File: config.mk
export PLATFORM = sky130hd
export DESIGN_NAME = dmac_channel_scheduler
export DESIGN_NICKNAME = d
export VERILOG_FILES = /design/src/rtl/dmac_sched_pkg.sv /design/src/rtl/dmac_rr_picker.sv /design/src/rtl/dmac_channel_scheduler.sv
export SDC_FILE = /design/constraint.sdc
export NUM_CORES = 1
export LEC_CHECK = 0
export BUFFER_PORTS_ARGS = -buffer_cell sky130_fd_sc_hd__buf_2
export CAP_MARGIN = 20
export CORE_MARGIN = 2
export CORE_UTILIZATION = 40
export CTS_CLUSTER_SIZE = 8
export DETAILED_ROUTE_END_ITERATION = 16
export PLACE_DENSITY = 0.67
export SKIP_LAST_GASP = 1
export SYNTH_ARGS = -nofsm -noshare
export SYNTH_HDL_FRONTEND = slang
export SYNTH_HIERARCHICAL = 1
export SYNTH_SLANG_ARGS = --single-unit
File: constraint.sdc
create_clock -name clk -period 1.05 [get_ports clk]
set_input_delay 0.0525 -clock clk [delete_from_list [all_inputs] [get_ports clk]]
set_output_delay 0.0525 -clock clk [all_outputs]
set_load 0.02 [all_outputs]
File: src/rtl/dmac_sched_pkg.sv
// rtl/dmac_sched_pkg.sv - shared types and defaults for the DMA channel scheduler
// Purpose: scheduler state encoding and default channel count / grant timeout.
package dmac_sched_pkg;

    typedef enum logic [2:0] {
        IDLE    = 3'd0,
        BUS_REQ = 3'd1,
        ACTIVE  = 3'd2,
        PAUSE   = 3'd3,
        DONE    = 3'd4
    } sched_state_t;

    localparam int DEF_NUM_CH  = 2;
    localparam int DEF_TIMEOUT = 64;

endpackage

File: src/rtl/dmac_rr_picker.sv
// rtl/dmac_rr_picker.sv - combinational fixed / round-robin winner picker
// Purpose: choose one set bit of elig.
//   Fixed mode picks the lowest index.
//   Round-robin mode picks the first set bit above last, wrapping to the lowest.
// Ports:
//   elig    in  NUM_CH  candidate vector
//   last    in  CH_W    index served most recently (round-robin reference)
//   rr_mode in  1       0 = fixed priority, 1 = round-robin
//   winner  out CH_W    selected index (0 when valid is low)
//   valid   out 1       elig has at least one bit set
module dmac_rr_picker
    import dmac_sched_pkg::*;
#(
    parameter int NUM_CH = DEF_NUM_CH,
    parameter int CH_W   = $clog2(NUM_CH)
) (
    input  logic [NUM_CH-1:0] elig,
    input  logic [CH_W-1:0]   last,
    input  logic              rr_mode,
    output logic [CH_W-1:0]   winner,
    output logic              valid
);

    logic            lo_found;
    logic            hi_found;
    logic [CH_W-1:0] lo_idx;
    logic [CH_W-1:0] hi_idx;

    // The wrapped round-robin search is split into two scans: the first set
    // bit strictly above last, else the lowest set bit overall (the wrap).
    always_comb begin
        lo_found = 1'b0;
        hi_found = 1'b0;
        lo_idx   = '0;
        hi_idx   = '0;
        for (int i = 0; i < NUM_CH; i++) begin
            if (elig[i] && !lo_found) begin
                lo_found = 1'b1;
                lo_idx   = CH_W'(i);
            end
            if (elig[i] && !hi_found && (i > int'(last))) begin
                hi_found = 1'b1;
                hi_idx   = CH_W'(i);
            end
        end
        valid  = lo_found;
        winner = (rr_mode && hi_found) ? hi_idx : lo_idx;
    end

endmodule

File: src/rtl/dmac_channel_scheduler.sv
// rtl/dmac_channel_scheduler.sv - DMA channel arbitration and AHB bus ownership sequencing
// Purpose: pick one eligible channel, win the system bus, and enable that channel on
//   the shared datapath. The datapath is frozen while the grant is lost.
// Ports:
//   clk, rst            clock, synchronous active-low reset
//   dma_req, ch_cfg_valid  per-channel request and programmed/enabled flags
//   rr_mode             0 = fixed priority, 1 = round-robin
//   bus_grant           grant from the system arbiter
//   ch_done, ch_error   completion pulses from the datapath
//   bus_req             request to the system arbiter
//   ch_en               one-hot channel enable to the datapath
//   hold                datapath freeze while bus ownership is lost
//   req_ack             one-cycle acknowledge to the served peripheral
//   active_ch           latched channel index
//   busy                scheduler not idle
//   err_pulse           one-cycle pulse when a transfer completes with an error
//   timeout_pulse       one-cycle pulse when the grant wait backs off
module dmac_channel_scheduler
    import dmac_sched_pkg::*;
#(
    parameter int NUM_CH  = DEF_NUM_CH,
    parameter int TIMEOUT = DEF_TIMEOUT,
    parameter int CH_W    = $clog2(NUM_CH)
) (
    input  logic              clk,
    input  logic              rst,
    input  logic [NUM_CH-1:0] dma_req,
    input  logic [NUM_CH-1:0] ch_cfg_valid,
    input  logic              rr_mode,
    input  logic              bus_grant,
    input  logic              ch_done,
    input  logic              ch_error,
    output logic              bus_req,
    output logic [NUM_CH-1:0] ch_en,
    output logic              hold,
    output logic [NUM_CH-1:0] req_ack,
    output logic [CH_W-1:0]   active_ch,
    output logic              busy,
    output logic              err_pulse,
    output logic              timeout_pulse
);

    localparam int              CNT_W    = $clog2(TIMEOUT);
    localparam logic [CNT_W-1:0] CNT_LAST = CNT_W'(TIMEOUT - 1);

    sched_state_t     state_q, state_d;
    logic [CNT_W-1:0] cnt_q, cnt_d;
    logic [CH_W-1:0]  active_ch_q, active_ch_d;
    logic [CH_W-1:0]  last_q, last_d;
    logic             err_q, err_d;

    logic [NUM_CH-1:0] elig;
    logic [CH_W-1:0]   pick_win;
    logic              pick_valid;
    logic              en_any;
    logic              ack_any;

    assign elig = dma_req & ch_cfg_valid;

    dmac_rr_picker #(
        .NUM_CH (NUM_CH),
        .CH_W   (CH_W)
    ) u_picker (
        .elig    (elig),
        .last    (last_q),
        .rr_mode (rr_mode),
        .winner  (pick_win),
        .valid   (pick_valid)
    );

    // Pointer resets to the top index so channel 0 is first in round-robin.
    always_ff @(posedge clk) begin
        if (!rst) begin
            state_q     <= IDLE;
            cnt_q       <= '0;
            active_ch_q <= '0;
            last_q      <= CH_W'(NUM_CH - 1);
            err_q       <= 1'b0;
        end else begin
            state_q     <= state_d;
            cnt_q       <= cnt_d;
            active_ch_q <= active_ch_d;
            last_q      <= last_d;
            err_q       <= err_d;
        end
    end

    always_comb begin
        state_d       = state_q;
        cnt_d         = '0;
        active_ch_d   = active_ch_q;
        last_d        = last_q;
        err_d         = err_q;
        bus_req       = 1'b0;
        hold          = 1'b0;
        en_any        = 1'b0;
        ack_any       = 1'b0;
        err_pulse     = 1'b0;
        timeout_pulse = 1'b0;
        case (state_q)
            IDLE: begin
                if (pick_valid) begin
                    active_ch_d = pick_win;
                    state_d     = BUS_REQ;
                end
            end
            BUS_REQ: begin
                // Completion pulses are meaningless before the datapath owns the bus.
                bus_req = 1'b1;
                if (bus_grant) begin
                    state_d = ACTIVE;
                end else if (cnt_q == CNT_LAST) begin
                    // Back off without touching the pointer; the channel re-competes.
                    timeout_pulse = 1'b1;
                    state_d       = IDLE;
                end else begin
                    cnt_d = cnt_q + 1'b1;
                end
            end
            ACTIVE: begin
                bus_req = 1'b1;
                en_any  = 1'b1;
                // A completion wins over a grant drop in the same cycle.
                if (ch_done || ch_error) begin
                    err_d   = ch_error;
                    state_d = DONE;
                end else if (!bus_grant) begin
                    state_d = PAUSE;
                end
            end
            PAUSE: begin
                bus_req = 1'b1;
                en_any  = 1'b1;
                hold    = 1'b1;
                if (ch_done || ch_error) begin
                    err_d   = ch_error;
                    state_d = DONE;
                end else if (bus_grant) begin
                    state_d = ACTIVE;
                end
            end
            DONE: begin
                ack_any   = 1'b1;
                err_pulse = err_q;
                last_d    = active_ch_q;
                state_d   = IDLE;
            end
            default: begin
                state_d = IDLE;
            end
        endcase
    end

    always_comb begin
        ch_en   = en_any  ? (NUM_CH'(1) << active_ch_q) : '0;
        req_ack = ack_any ? (NUM_CH'(1) << active_ch_q) : '0;
    end

    assign active_ch = active_ch_q;
    assign busy      = (state_q != IDLE);

endmodule

* Word level (Yosys, flattened, before mapping)
Cells that the tools add are included.
** Storage, ports and cells
- Register bits after elaboration :: 12
- Bits of input ports :: 10
- Output and inout port bits :: 10
- Word-level logic and storage cells :: 56
** Cells by class
- $add $sub $neg :: 1
- Order comparisons :: 1
- Equality and inequality tests :: 9
- Shift-type cells :: 1
- Multiplexer cells :: 23
- Bitwise logic cells :: 3
- Reductions and logical operators :: 13
** Operator list (count)
- $mux 3 :: 7
- $mux 1 :: 13
- $pmux 3 s4 :: 1
- $ne 3x3->1 const B :: 3
- $add 6x1->6 const B :: 1
- $eq 3x2->1 const B :: 2
- $eq 6x6->1 const B :: 1
- $mux 2 :: 2
- $reduce_and 2->1 :: 2
- $reduce_and 4->1 :: 1
- $reduce_or 4->1 :: 1
- $eq 3x1->1 const B :: 1
- $eq 3x3->1 const B :: 1
- $logic_and 1x1->1 :: 3
- $logic_not 3->1 :: 1
- $reduce_bool 3->1 :: 1
- $reduce_or 3->1 :: 1
- $and 2x2->2 :: 1
- $ne 2x2->1 const B :: 1
- $not 1->1 :: 2
- $reduce_or 2->1 :: 1
- $shl 1x1->2 const A :: 1
- $gt 1x1->1 const A :: 1
- $logic_not 1->1 :: 1
- $logic_or 1x1->1 :: 1

* Longest topological paths before layout
Gate-level depths: netlist of the first run.
- Depth after elaboration :: 7
- Depth in mapped cells :: 5
- Gate-level depth less buffers :: 5

* Hierarchy
The synthesis of the first run kept the hierarchy.
** By module, submodules not included
- dmac_channel_scheduler :: times used 1, cells each 67, area an instance 629.4 sq um, sequential area each 240.2 sq um
- dmac_rr_picker :: times used 1, cells each 3, area an instance 20.0 sq um, sequential area each 0.0 sq um

* Worst setup path before layout of the first run
Ideal clock, no wire load.
- Path kind :: flip-flop to flip-flop
- Start :: reg state_q[2]
- End :: reg last_q
- Setup time :: 0.163 ns
- Data arrival time :: 1.443 ns
- Required time :: 0.887 ns
- Slack :: -0.556 ns
- Cell stages (with the launch flop) :: 4
- Path buffers :: 1
- Period minus slack after synthesis :: 1.606 ns
- Cell sequence :: dfxtp_1 buf_6 nor4b_1 o21ai_0
** On the way
- Longest elaborated chain between the ends :: 1
** RTL lines
- start, declared :: line dmac_channel_scheduler.sv:46 : sched_state_t state_q, state_d;
- start signal, assigned :: line dmac_channel_scheduler.sv:80 : state_q <= state_d;
- $eq 3x3->1 :: line dmac_channel_scheduler.sv:100 : case (state_q)
- end signal, assigned :: line dmac_channel_scheduler.sv:77 : last_q <= CH_W'(NUM_CH - 1);
- end signal, assigned :: line dmac_channel_scheduler.sv:83 : last_q <= last_d;
- end, declared :: line dmac_channel_scheduler.sv:49 : logic [CH_W-1:0] last_q, last_d;
Every way passes these cells.
A chain may end at the register's enable or synchronous reset.

* Worst setup path after layout of the first run
- Start :: reg cnt_q[1]
- End :: out timeout_pulse
** On the way
- Longest elaborated chain between the ends :: 4
** RTL lines
- start, declared :: line dmac_channel_scheduler.sv:47 : logic [CNT_W-1:0] cnt_q, cnt_d;
- start signal, assigned :: line dmac_channel_scheduler.sv:81 : cnt_q <= cnt_d;
- $eq 6x6->1 :: line dmac_channel_scheduler.sv:112 : end else if (cnt_q == CNT_LAST) begin
- $mux 1 :: line dmac_channel_scheduler.sv:112
- $mux 1 :: line dmac_channel_scheduler.sv:110 : if (bus_grant) begin
- $mux 1 :: line dmac_channel_scheduler.sv:100
- end, declared :: line dmac_channel_scheduler.sv:40 : output logic timeout_pulse
Every way passes these cells.

==> impl_results.md, run 1 <==
* Pre-CTS WS at -0.1605 ns
* WL/cell at approximately 15 um
* Syn Nets at between 80 and 90
* Min-Delay Path Depth at 2
* Clock group share of total power at roughly a third
* Post-synthesis sequential area ratio at 36.99%
* CTS Hold Bufs at 0
* Post-DP HPWL at 1157 um
* Met3 GRT Util at around 3.7%
* Final setup viols at 19
* Core Rows at 14
* Total gr overflow at 0
* Clk buf depth at 2
* Skew final at 0.01113 ns
* Pwr Density at 1078 nW/um^2
* Die footprint at approximately 2000 um^2
* Synthesis-to-layout area growth at 63.01%
* Layout cells sized above 1 at about 58%
* CTS Root Cell: clkbuf_4
* Die H at ~44 um
* Register share of total power at roughly 43%
* Worst R2R Path Depth at 5
* Tightest Pin Transition at 0.3271 ns
* Post-Synthesis Cells at 70
* CTS buffer count at 3
* Min Clock Period, post-route at between 1 and 1.5 ns
* Switching pwr at a little over 0.0003 W
* Buffers on Ports at 19
* Req. time, crit path at 1.00 ns
* Most Crowded Layer GR: met2
* CTS tree: yes
* Diodes inserted at 0
* First-pass GRT wire length at between 2000 and 3000 um
* Failing checks: setup timing
* Max-cap violations at 0
* Status: complete, but fails checks
* I/O pin total at 20
* Period utilisation layout at 130.7%
* DRC viols at 0
* M2 GR Usage at 30.00%
* DR pass1 iterations at 5
* Global-route usage over all layers at between 15 and 20%
* CP endpoint kind: output port
* Fill cells at between 100 and 150
* Final setup margin at -0.3220 ns
* Vias per Instance at roughly 5.4
* Die W at 44.29 um
* Initial Utilization at between 40% and 50%
* Setup TNS at -3.055 ns
* Startpoint types: flop
* CTS H-Tree Depth at 1
* M1 GR Usage at between 20% and 30%
* Sw Ratio at 27.28%
* Initial antenna violation count at 0
* Largest net degree at the start of global routing at 12
* Synthesized area at ~650 um^2
* Core area at roughly 1500 um^2
* Drt total wl at 1883 um
* Count of unique library cells instantiated by Yosys at 38
* Combinational share of power at a little under a quarter
* DR iter-0 viols at 18
* Critical path class: flop to output port
* Fin nets at between 100 and 150
* Synthesis Warnings at 6
* Antenna viol nets, final at 0
* Placer Congestion at roughly 0.73
* Syn Area/Cell at between 9 and 10 um^2
* Unrepaired setup endpoints after global routing: true
* Int Power at approximately 0.00083 W
* Fin. Hold Viols at 0
* Worst-path fanout max at 3
* Clk_lat worst skew at 0.28 ns
* Routed vias at 683
* Seq cells post-synth at 12
* Max Slew Vio Count at 0
* F_max at 728.9 MHz
* Sink Count at 12
* Worst Hold Class: input port to flop
* Vias in the first global route at ~580
* Worst vdd ir at approximately 0.80 mV
* Relative slew slack at about 78%
* Leak at between 0.4 and 0.5 nW
* Worst Path Arrival at between 1 and 1.5 ns
* Worst-path clk slew at approximately 0.09 ns
## stage by stage
stage	total power (W)	area (um^2)	cells	hold slack, ns	utilization (%)
2_1_floorplan	0.0006107	684.4	70	0.1287	-
3_3_place_gp	0.0006840	888.4	117	0.3363	58.97
3_5_place_dp	0.0006877	888.4	117	0.3230	58.97
4_1_cts	0.001070	949.7	121	0.05145	63.04
5_1_grt	0.001193	1059	127	0.08160	70.27
6_report	0.001141	1059	127	0.06035	70.27
## cells in the final DEF, fill, tap and decap left out, types with 2 or more instances in the layout
cell type and n:
o21ai_0 2, nor4b_1 2, nor2_1 6, buf_4 18, dfxtp_1 8, clkbuf_4 3, buf_2 13, nand2_1 3
nor2b_1 2, xor2_1 2, buf_6 8, nor2_2 2, dfxtp_2 2, dfxtp_4 2, nor4b_4 2, and2_1 3
a21oi_1 2, nand3_1 2
## worst paths after layout
path,from,to,slack (ns)
worst max register to register,state_q[1],state_q[0],-0.23
worst max-delay path,cnt_q[1],timeout_pulse,-0.32
worst min register to register,cnt_q[4],cnt_q[4],0.52
worst min-delay path,rst,last_q,0.06
## cells by family after synthesis
group / share of synthesized area (%)
fa+ha+maj: 1.926
xor+xnor: 4.047
flops: 36.99
compound gates: 14.45
simple gates: 37.96
mux: 1.541
buf+inv: 3.081
## flip-flops by register name, indices dropped and copies added, names as in the netlist
signal     cells
cnt_q          6
state_q        3
active_ch      1
err_q          1
last_q         1
## cells in the mapped netlist
cell type / n / area share, %
nand3_1: 3 / 2.3
o211ai_2: 1 / 1.9
nand2_1: 3 / 1.7
and2b_1: 1 / 1.2
xnor2_1: 1 / 1.3
and3b_1: 1 / 1.3
nor2_1: 8 / 4.6
mux2i_1: 1 / 1.5
a21oi_2: 1 / 1.3
buf_2: 1 / 0.77
o21ai_0: 2 / 1.5
nor4b_4: 1 / 3.7
or3_2: 1 / 1.2
o21bai_1: 1 / 1.2
xor2_1: 2 / 2.7
or2_1: 1 / 0.96
nor3b_1: 1 / 1.2
nor2b_1: 3 / 2.9
and2_1: 3 / 2.9
and3_1: 1 / 0.96
a211oi_2: 1 / 1.9
ha_1: 1 / 1.9
buf_6: 1 / 1.7
nor2_2: 1 / 0.96
or3_1: 1 / 0.96
dfxtp_1: 12 / 37
a21boi_1: 1 / 1.2
o21ai_2: 2 / 2.7
a21oi_1: 2 / 1.5
nor4b_1: 3 / 4.0
nand3b_1: 1 / 1.2
nand2b_1: 1 / 0.96
and4b_1: 1 / 1.5
and3b_2: 1 / 1.5
and3_2: 1 / 1.2
inv_1: 1 / 0.58
a22oi_1: 1 / 1.2
nor3_1: 1 / 0.77
## layer usage
metal,wire length [um],vias to the layer above
met5,0,-
met4,74,0
met3,85,8
met2,925,26
met1,797,319
li1,-,330
## final cells by class
class | instances | area, um^2 | share of cell area (%)
timing repair buffer | 39 | 290.3 | 27.42
clock buffer | 4 | 36.28 | 3.428
multi-input combinational | 55 | 457.9 | 43.26
sequential | 12 | 250.2 | 23.64
tap | 16 | 20.02 | 1.891
inverter | 1 | 3.754 | 0.3546
## worst max-delay path: stages (launching register included)
cell	delay [ns]
dfxtp_1	0.35
ha_2	0.23
nand3_4	0.11
nor3b_4	0.22
buf_6	0.14
## power groups by stage
stage          Combinational (W)  Sequential, W  Clock [W]
2_1_floorplan           0.000115       0.000495          0
3_3_place_gp            0.000185       0.000499          0
3_5_place_dp            0.000188       0.000500          0
4_1_cts                 0.000196       0.000488   0.000386
5_1_grt                 0.000290       0.000493   0.000411
6_report                0.000271       0.000491   0.000379
## timing repair
item	4_1_cts	5_1_grt
endpoints found under the setup margin	21	21
hold endpoints to repair	0	0
resized for setup	7	21
buffers inserted	0	6
pin swaps	1	4
No activity file was read; power rests on OpenSTA's default activity.
==> inputs of run 2 (changes only) <==
- PLACE_DENSITY: 0.67 -> 0.7
==> impl_results.md, run 2 (synthesis results as in run 1) <==
* Pwr Density at 965.6 nW/um^2 (was 1078 nW/um^2)
* Largest net degree at the start of global routing at 9 (was 12)
* DR iter-0 viols at 16 (was 18)
* Routed vias at 726 (was 683)
* Failing checks: setup timing (unchanged)
* CTS Root Cell: clkbuf_4 (unchanged)
* Max Slew Vio Count at 0 (unchanged)
* Diodes inserted at 0 (unchanged)
* Antenna viol nets, final at 0 (unchanged)
* Die W at 44.29 um (unchanged)
* Clk_lat worst skew at 0.29 ns (was 0.28 ns)
* Final setup margin at -0.3198 ns (was -0.3220 ns)
* CP endpoint kind: output port (unchanged)
* Drt total wl at 2208 um (was 1883 um)
* Die footprint at 1962 um^2 (unchanged)
* Vias in the first global route at 669 (was 582)
* Core Rows at 14 (unchanged)
* Worst vdd ir at 0.6009 mV (was 0.8030 mV)
* Skew final at 0.008652 ns (was 0.01113 ns)
* Leak at 0.5137 nW (was 0.4681 nW)
* Placer Congestion at 0.7255 (was 0.7301)
* Period utilisation layout at 130.5% (was 130.7%)
* Initial Utilization at 43.11% (unchanged)
* Die H at 44.29 um (unchanged)
* Layout Utilization at 81.73% (was 70.27%)
* Setup TNS at -3.594 ns (was -3.055 ns)
* CTS Hold Bufs at 0 (unchanged)
* Overall Power at 0.001189 W (was 0.001141 W)
* Post-DP HPWL at 1099 um (was 1157 um)
* Tightest Pin Transition at 0.3941 ns (was 0.3271 ns)
* Core area at 1506 um^2 (unchanged)
* Clk buf depth at 2 (unchanged)
* Req. time, crit path at 1.00 ns (about the same)
* Worst R2R Path Depth at 6 (was 5)
* Max-cap violations at 0 (unchanged)
* Worst-path clk slew at 0.08 ns (was 0.09 ns)
* DRC viols at 0 (unchanged)
* Layout cells sized above 1 at 70.94% (was 57.66%)
* WL/cell at 16.60 um (was 14.83 um)
* Fill cells at 84 (was 119)
* CP max-delay cell: dfxtp_4 (was dfxtp_1)
* Worst Path Arrival at 1.32 ns (about the same)
* Top Registers: cnt_q x6, state_q x3 (unchanged)
* Worst-path fanout max at 7 (was 3)
* CTS buffer count at 3 (unchanged)
* WHS at 0.08103 ns (was 0.06035 ns)
* Status: complete, but fails checks (unchanged)
* CP max stage delay at 0.38 ns (was 0.35 ns)
* Relative slew slack at 73.36% (was 77.89%)
* Total gr overflow at 0 (unchanged)
* Critical path, cell by cell: nor4b_4 -> nor3b_4 -> buf_6 (was ha_2 -> nand3_4 -> nor3b_4 -> buf_6)
* Min Clock Period, post-route at 1.370 ns (was 1.372 ns)
* Initial antenna violation count at 0 (unchanged)
* CTS tree: yes (unchanged)
* Critical path class: flop to output port (unchanged)
* Commonest cells after routing, fill and taps aside: 17 x buf_6, 16 x buf_4, 11 x buf_2 (was 18 x buf_4, 13 x buf_2, 8 x dfxtp_1, 8 x buf_6, 6 x nor2_1)
* Sink Count at 12 (unchanged)
* Synthesis-to-layout area growth at 89.60% (was 63.01%)
* DR pass1 iterations at 4 (was 5)
* F_max at 730.0 MHz (was 728.9 MHz)
* First-pass GRT wire length at 3125 um (was 2649 um)
* Pre-CTS WS at -0.1553 ns (was -0.1605 ns)
* Vias per Instance at 5.459 (was 5.378)
* Most common cell after layout, fill and taps aside: buf_6 (was buf_4)
* Max reg flops at 6 (unchanged)
* CTS H-Tree Depth at 1 (unchanged)
* Worst Hold Class: input port to flop (unchanged)
* Buffers on Ports at 19 (unchanged)
* Final setup viols at 21 (was 19)
* Min-Delay Path Depth at 3 (was 2)
* Unrepaired setup endpoints after global routing: true (unchanged)
* Biggest register: cnt_q (unchanged)
* Fin nets at 129 (was 123)
* Fin. Hold Viols at 0 (unchanged)
* Global-route usage over all layers at 22.62% (was 19.29%)
* I/O pin total at 20 (unchanged)
* Startpoint types: flop (unchanged)
-- run 2: cell types whose count changed in the layout (fill, tap and decap cells not counted), moves of 3 or more --
cell / previous run / this run
nand2_2: 0 / 3
buf_6: 8 / 17
nand2_1: 3 / 0
dfxtp_1: 8 / 5
-- run 2: area by class of cell --
type                       instances  area, um^2  area share, %
timing repair buffer              45       386.6          31.40
clock buffer                       4       36.28          2.947
sequential                        12       259.0          21.04
tap                               16       20.02          1.626
inverter                           1       3.754         0.3049
multi-input combinational         55       525.5          42.68
-- run 2: through the flow --
step / cells / area (um^2)
floorplan: 70 / 684.4
global route: 133 / 1231
global placement: 119 / 903.4
finish: 133 / 1231
CTS: 128 / 1116
detailed placement: 119 / 903.4
-- run 2: worst paths after layout --
check / start / endpoint / slack, ns
setup / recovery: state_q[2] / timeout_pulse / -0.32
hold / removal: rst / state_q[2] / 0.08
setup reg to reg: state_q[1] / state_q[0] / -0.22
hold reg to reg: err_q / err_q / 0.54
-- run 2: power breakdown --
| part | total (W) | switching (W) | internal [W] |
|---|---|---|---|
| combinational | 0.000302 | 0.000133 | 0.000169 |
| sequential | 0.000493 | 0.0000296 | 0.000463 |
| clock | 0.000394 | 0.000183 | 0.000211 |
-- run 2: layer usage --
metal	vias to the layer above	wire [um]	share of wire, %	global-route usage (%)
li1	344	-	-	-
met1	333	942	43	27.50
met2	40	1036	47	36.76
met3	9	160	7.2	3.673
met4	0	69	3.1	14.55
met5	-	0	0	0
-- run 2: what timing repair did --
| action | CTS | global route |
|---|---|---|
| setup endpoints to repair | 21 | 22 |
| gates cloned | 0 | 0 |
| setup buffers | 6 | 8 |
| hold endpoints to repair | 0 | 0 |
| gates resized for setup | 37 | 21 |
| pin swaps | 8 | 10 |
-- run 2: worst max-delay path, delay by kind of cell (launching register included) --
kind          cells  cell delay (ns)
simple gates      2             0.52
flops             1             0.38
buf+inv           1             0.14
==> inputs of run 3 (changes only) <==
- PLACE_DENSITY: 0.7 -> 0.72
- SYNTH_HIERARCHICAL: 1 -> not set
==> impl_results.md, run 3 <==
* Pwr Density at 1047 nW/um^2 (was 965.6 nW/um^2)
* Critical path class: flop to output port (unchanged)
* Post-Synthesis Cells at 67 (was 70)
* Clk_lat worst skew at 0.27 ns (was 0.29 ns)
* Status: complete, but fails checks (unchanged)
* Synthesis Warnings at 0 (was 6)
* Top-count cell post-synth: dfxtp_1 (unchanged)
* Startpoint types: flop (unchanged)
* Synthesis-to-layout area growth at 78.99% (was 89.60%)
* DR iter-0 viols at 7 (was 16)
* CTS Root Cell: clkbuf_4 (unchanged)
* Relative slew slack at 78.21% (was 73.36%)
* Diodes inserted at 0 (unchanged)
* Global-route usage over all layers at 18.11% (was 22.62%)
* DRC viols at 0 (unchanged)
* Worst path buffer plus inverter count at 1 (unchanged)
* CP max stage delay at 0.37 ns (was 0.38 ns)
* Synth area leader: dfxtp_1 (unchanged)
* Post-synthesis sequential area ratio at 42.01% (was 36.99%)
* Syn Area/Cell at 8.534 um^2 (was 9.277 um^2)
* Worst-path clk slew at 0.08 ns (about the same)
* Fin nets at 117 (was 129)
* Skew final at 0.001497 ns (was 0.008652 ns)
* Die W at 41.81 um (was 44.29 um)
* Placed insts at 110 (was 119)
* Largest net degree at the start of global routing at 8 (was 9)
* Post-DP HPWL at 1058 um (was 1099 um)
* Initial Utilization at 43.40% (was 43.11%)
* Syn Nets at 78 (was 81)
* Post-synth top cells: 12 x dfxtp_1, 10 x nor2_1, 5 x nand2_1 (was 12 x dfxtp_1, 8 x nor2_1)
* Synthesized area at 571.8 um^2 (was 649.4 um^2)
* I/O pin total at 20 (unchanged)
* Placer Congestion at 0.6907 (was 0.7255)
* Worst vdd ir at 0.7589 mV (was 0.6009 mV)
* F_max at 734.7 MHz (was 730.0 MHz)
* Top Registers: cnt_q x6, state_q x3 (unchanged)
* Max Slew Vio Count at 0 (unchanged)
* Number of synthesized flops with an enable pin at 0 (unchanged)
* Vias per Instance at 5.317 (was 5.459)
* Levels on crit path at 3 (unchanged)
* WL/cell at 13.23 um (was 16.60 um)
* Fill cells at 81 (was 84)
* CTS H-Tree Depth at 1 (unchanged)
* CTS tree: yes (unchanged)
* Design Area, Final at 1023 um^2 (was 1231 um^2)
* Worst Hold Class: input port to flop (unchanged)
* Sink Count at 12 (unchanged)
* Count of unique library cells instantiated by Yosys at 29 (was 38)
* Asr flop ratio synth at 0% (unchanged)
* Failing checks: setup timing (unchanged)
* Unrepaired setup endpoints after global routing: true (unchanged)
* Critical path, cell by cell: nor4b_4 -> nor3b_2 -> buf_4 (was nor4b_4 -> nor3b_4 -> buf_6)
* Biggest register: cnt_q (unchanged)
* Final setup margin at -0.3112 ns (was -0.3198 ns)
* Req. time, crit path at 1.00 ns (about the same)
* Antenna viol nets, final at 0 (unchanged)
* Most area-consuming cells after synthesis: dfxtp_1 42%, nor2_1 6.6%, nand3b_1 3.9%, o21ai_0 3.5%, nand2_1 3.3% (was dfxtp_1 37%, nor2_1 4.6%, nor4b_1 4.0%, nor4b_4 3.7%, and2_1 2.9%)
* Placed inst area at 787.0 um^2 (was 903.4 um^2)
* Drt total wl at 1588 um (was 2208 um)
* Core area at 1318 um^2 (was 1506 um^2)
* First-pass GRT wire length at 2394 um (was 3125 um)
* Routed vias at 638 (was 726)
* Fin. Hold Viols at 0 (unchanged)
* Total gr overflow at 0 (unchanged)
* Critical Path Source: state_q[2] (unchanged)
* Core Rows at 13 (was 14)
* Worst Path Arrival at 1.31 ns (was 1.32 ns)
* Hold Startpoint: rst (unchanged)
* Commonest cells after routing, fill and taps aside: 14 x buf_6, 11 x buf_2, 10 x buf_4 (was 17 x buf_6, 16 x buf_4, 11 x buf_2)
* Max-cap violations at 0 (unchanged)
* Tightest Pin Transition at 0.3263 ns (was 0.3941 ns)
* CP endpoint kind: output port (unchanged)
* Critical R2R Launch: state_q[2] (was state_q[1])
* Synth Flop Type: dfxtp_1 (unchanged)
* Non-Filler Instances at 120 (was 133)
* Period utilisation layout at 129.6% (was 130.5%)
* DR pass1 iterations at 3 (was 4)
* Min Clock Period, post-route at 1.361 ns (was 1.370 ns)
* Initial antenna violation count at 0 (unchanged)
* Clk buf depth at 2 (unchanged)
* Share of the synthesized area in the top cell type at 42.01% (was 36.99%)
* Die H at 41.81 um (was 44.29 um)
* CP max-delay cell: dfxtp_4 (unchanged)
* Vias in the first global route at 640 (was 669)
* Max reg flops at 6 (unchanged)
* Worst-path fanout max at 6 (was 7)
* Min-Delay Path Depth at 2 (was 3)
* Layout cells sized above 1 at 62.86% (was 70.94%)
* Seq cells post-synth at 12 (unchanged)
* Most common cell after layout, fill and taps aside: buf_6 (unchanged)
* Delay-heaviest family, CP: simple AND/OR/NAND/NOR gates (unchanged)
* Die footprint at 1748 um^2 (was 1962 um^2)
* Final setup viols at 21 (unchanged)
* Leak at 0.4228 nW (was 0.5137 nW)
* Buffers on Ports at 19 (unchanged)
* Worst R2R Path Depth at 3 (was 6)
* CTS buffer count at 3 (unchanged)
[run 3: changes by cell type after synthesis, sizes merged, moves of 2 or more]
cell    change
nand3b      +2
nand2       +2
buf         -2
nor4b       -3
[run 3: path summary, 6_finish.rpt]
| check | to | slack [ns] |
|---|---|---|
| worst max-delay path | timeout_pulse | -0.31 |
| worst min-delay path | last_q | 0.05 |
| worst max register to register | active_ch | -0.26 |
| worst min register to register | last_q | 0.48 |
[run 3: cells by family after synthesis]
kind of cell             after synthesis  synth area share (%)
XOR/XNOR                               3                 4.596
flip-flops                            12                 42.01
adder cells (fa/ha/maj)                1                 2.188
AND/OR/NAND/NOR                       36                 34.79
buffers and inverters                  2                 1.530
AO/OA/AOI/OAI                         13                 14.88
[run 3: layout make-up]
cell class	instances	area [um^2]	share of cell area [%]
sequential	12	251.5	24.57
tap	15	18.77	1.834
inverter	1	3.754	0.3667
timing repair buffer	35	287.8	28.12
clock buffer	4	36.28	3.545
multi-input combinational	53	425.4	41.56
[run 3: routing by layer]
metal | vias to the layer above | GRT usage, % | wire, um
met3 | 6 | 3.043 | 61
met5 | - | 0 | 0
met4 | 0 | 13.55 | 35
met2 | 19 | 35.00 | 886
met1 | 295 | 16.27 | 604
li1 | 318 | - | -
[run 3: timing repair]
action	4_1_cts	5_1_grt
resized for setup	21	27
endpoints found under the setup margin	20	21
hold buffers	0	0
pin swaps	6	6
buffers inserted	5	2
[run 3: power breakdown]
part	total (W)	switching [W]	internal [W]
Combinational	0.000212	0.000104	0.000108
Sequential	0.000487	0.0000212	0.000466
Clock	0.000373	0.000162	0.000211
[run 3: stage by stage]
stage | utilization, % | TNS (ns) | setup slack [ns] | power, W | hold WS, ns
2_1_floorplan | - | -0.6932 | -0.2203 | 0.0005870 | 0.1389
3_3_place_gp | 59.73 | -1.100 | -0.1402 | 0.0006344 | 0.3095
3_5_place_dp | 59.73 | -1.793 | -0.2173 | 0.0006408 | 0.3135
4_1_cts | 70.18 | -3.583 | -0.2933 | 0.001043 | 0.03061
5_1_grt | 77.68 | -4.872 | -0.3652 | 0.001109 | 0.04371
6_report | 77.68 | -3.880 | -0.3112 | 0.001071 | 0.04525
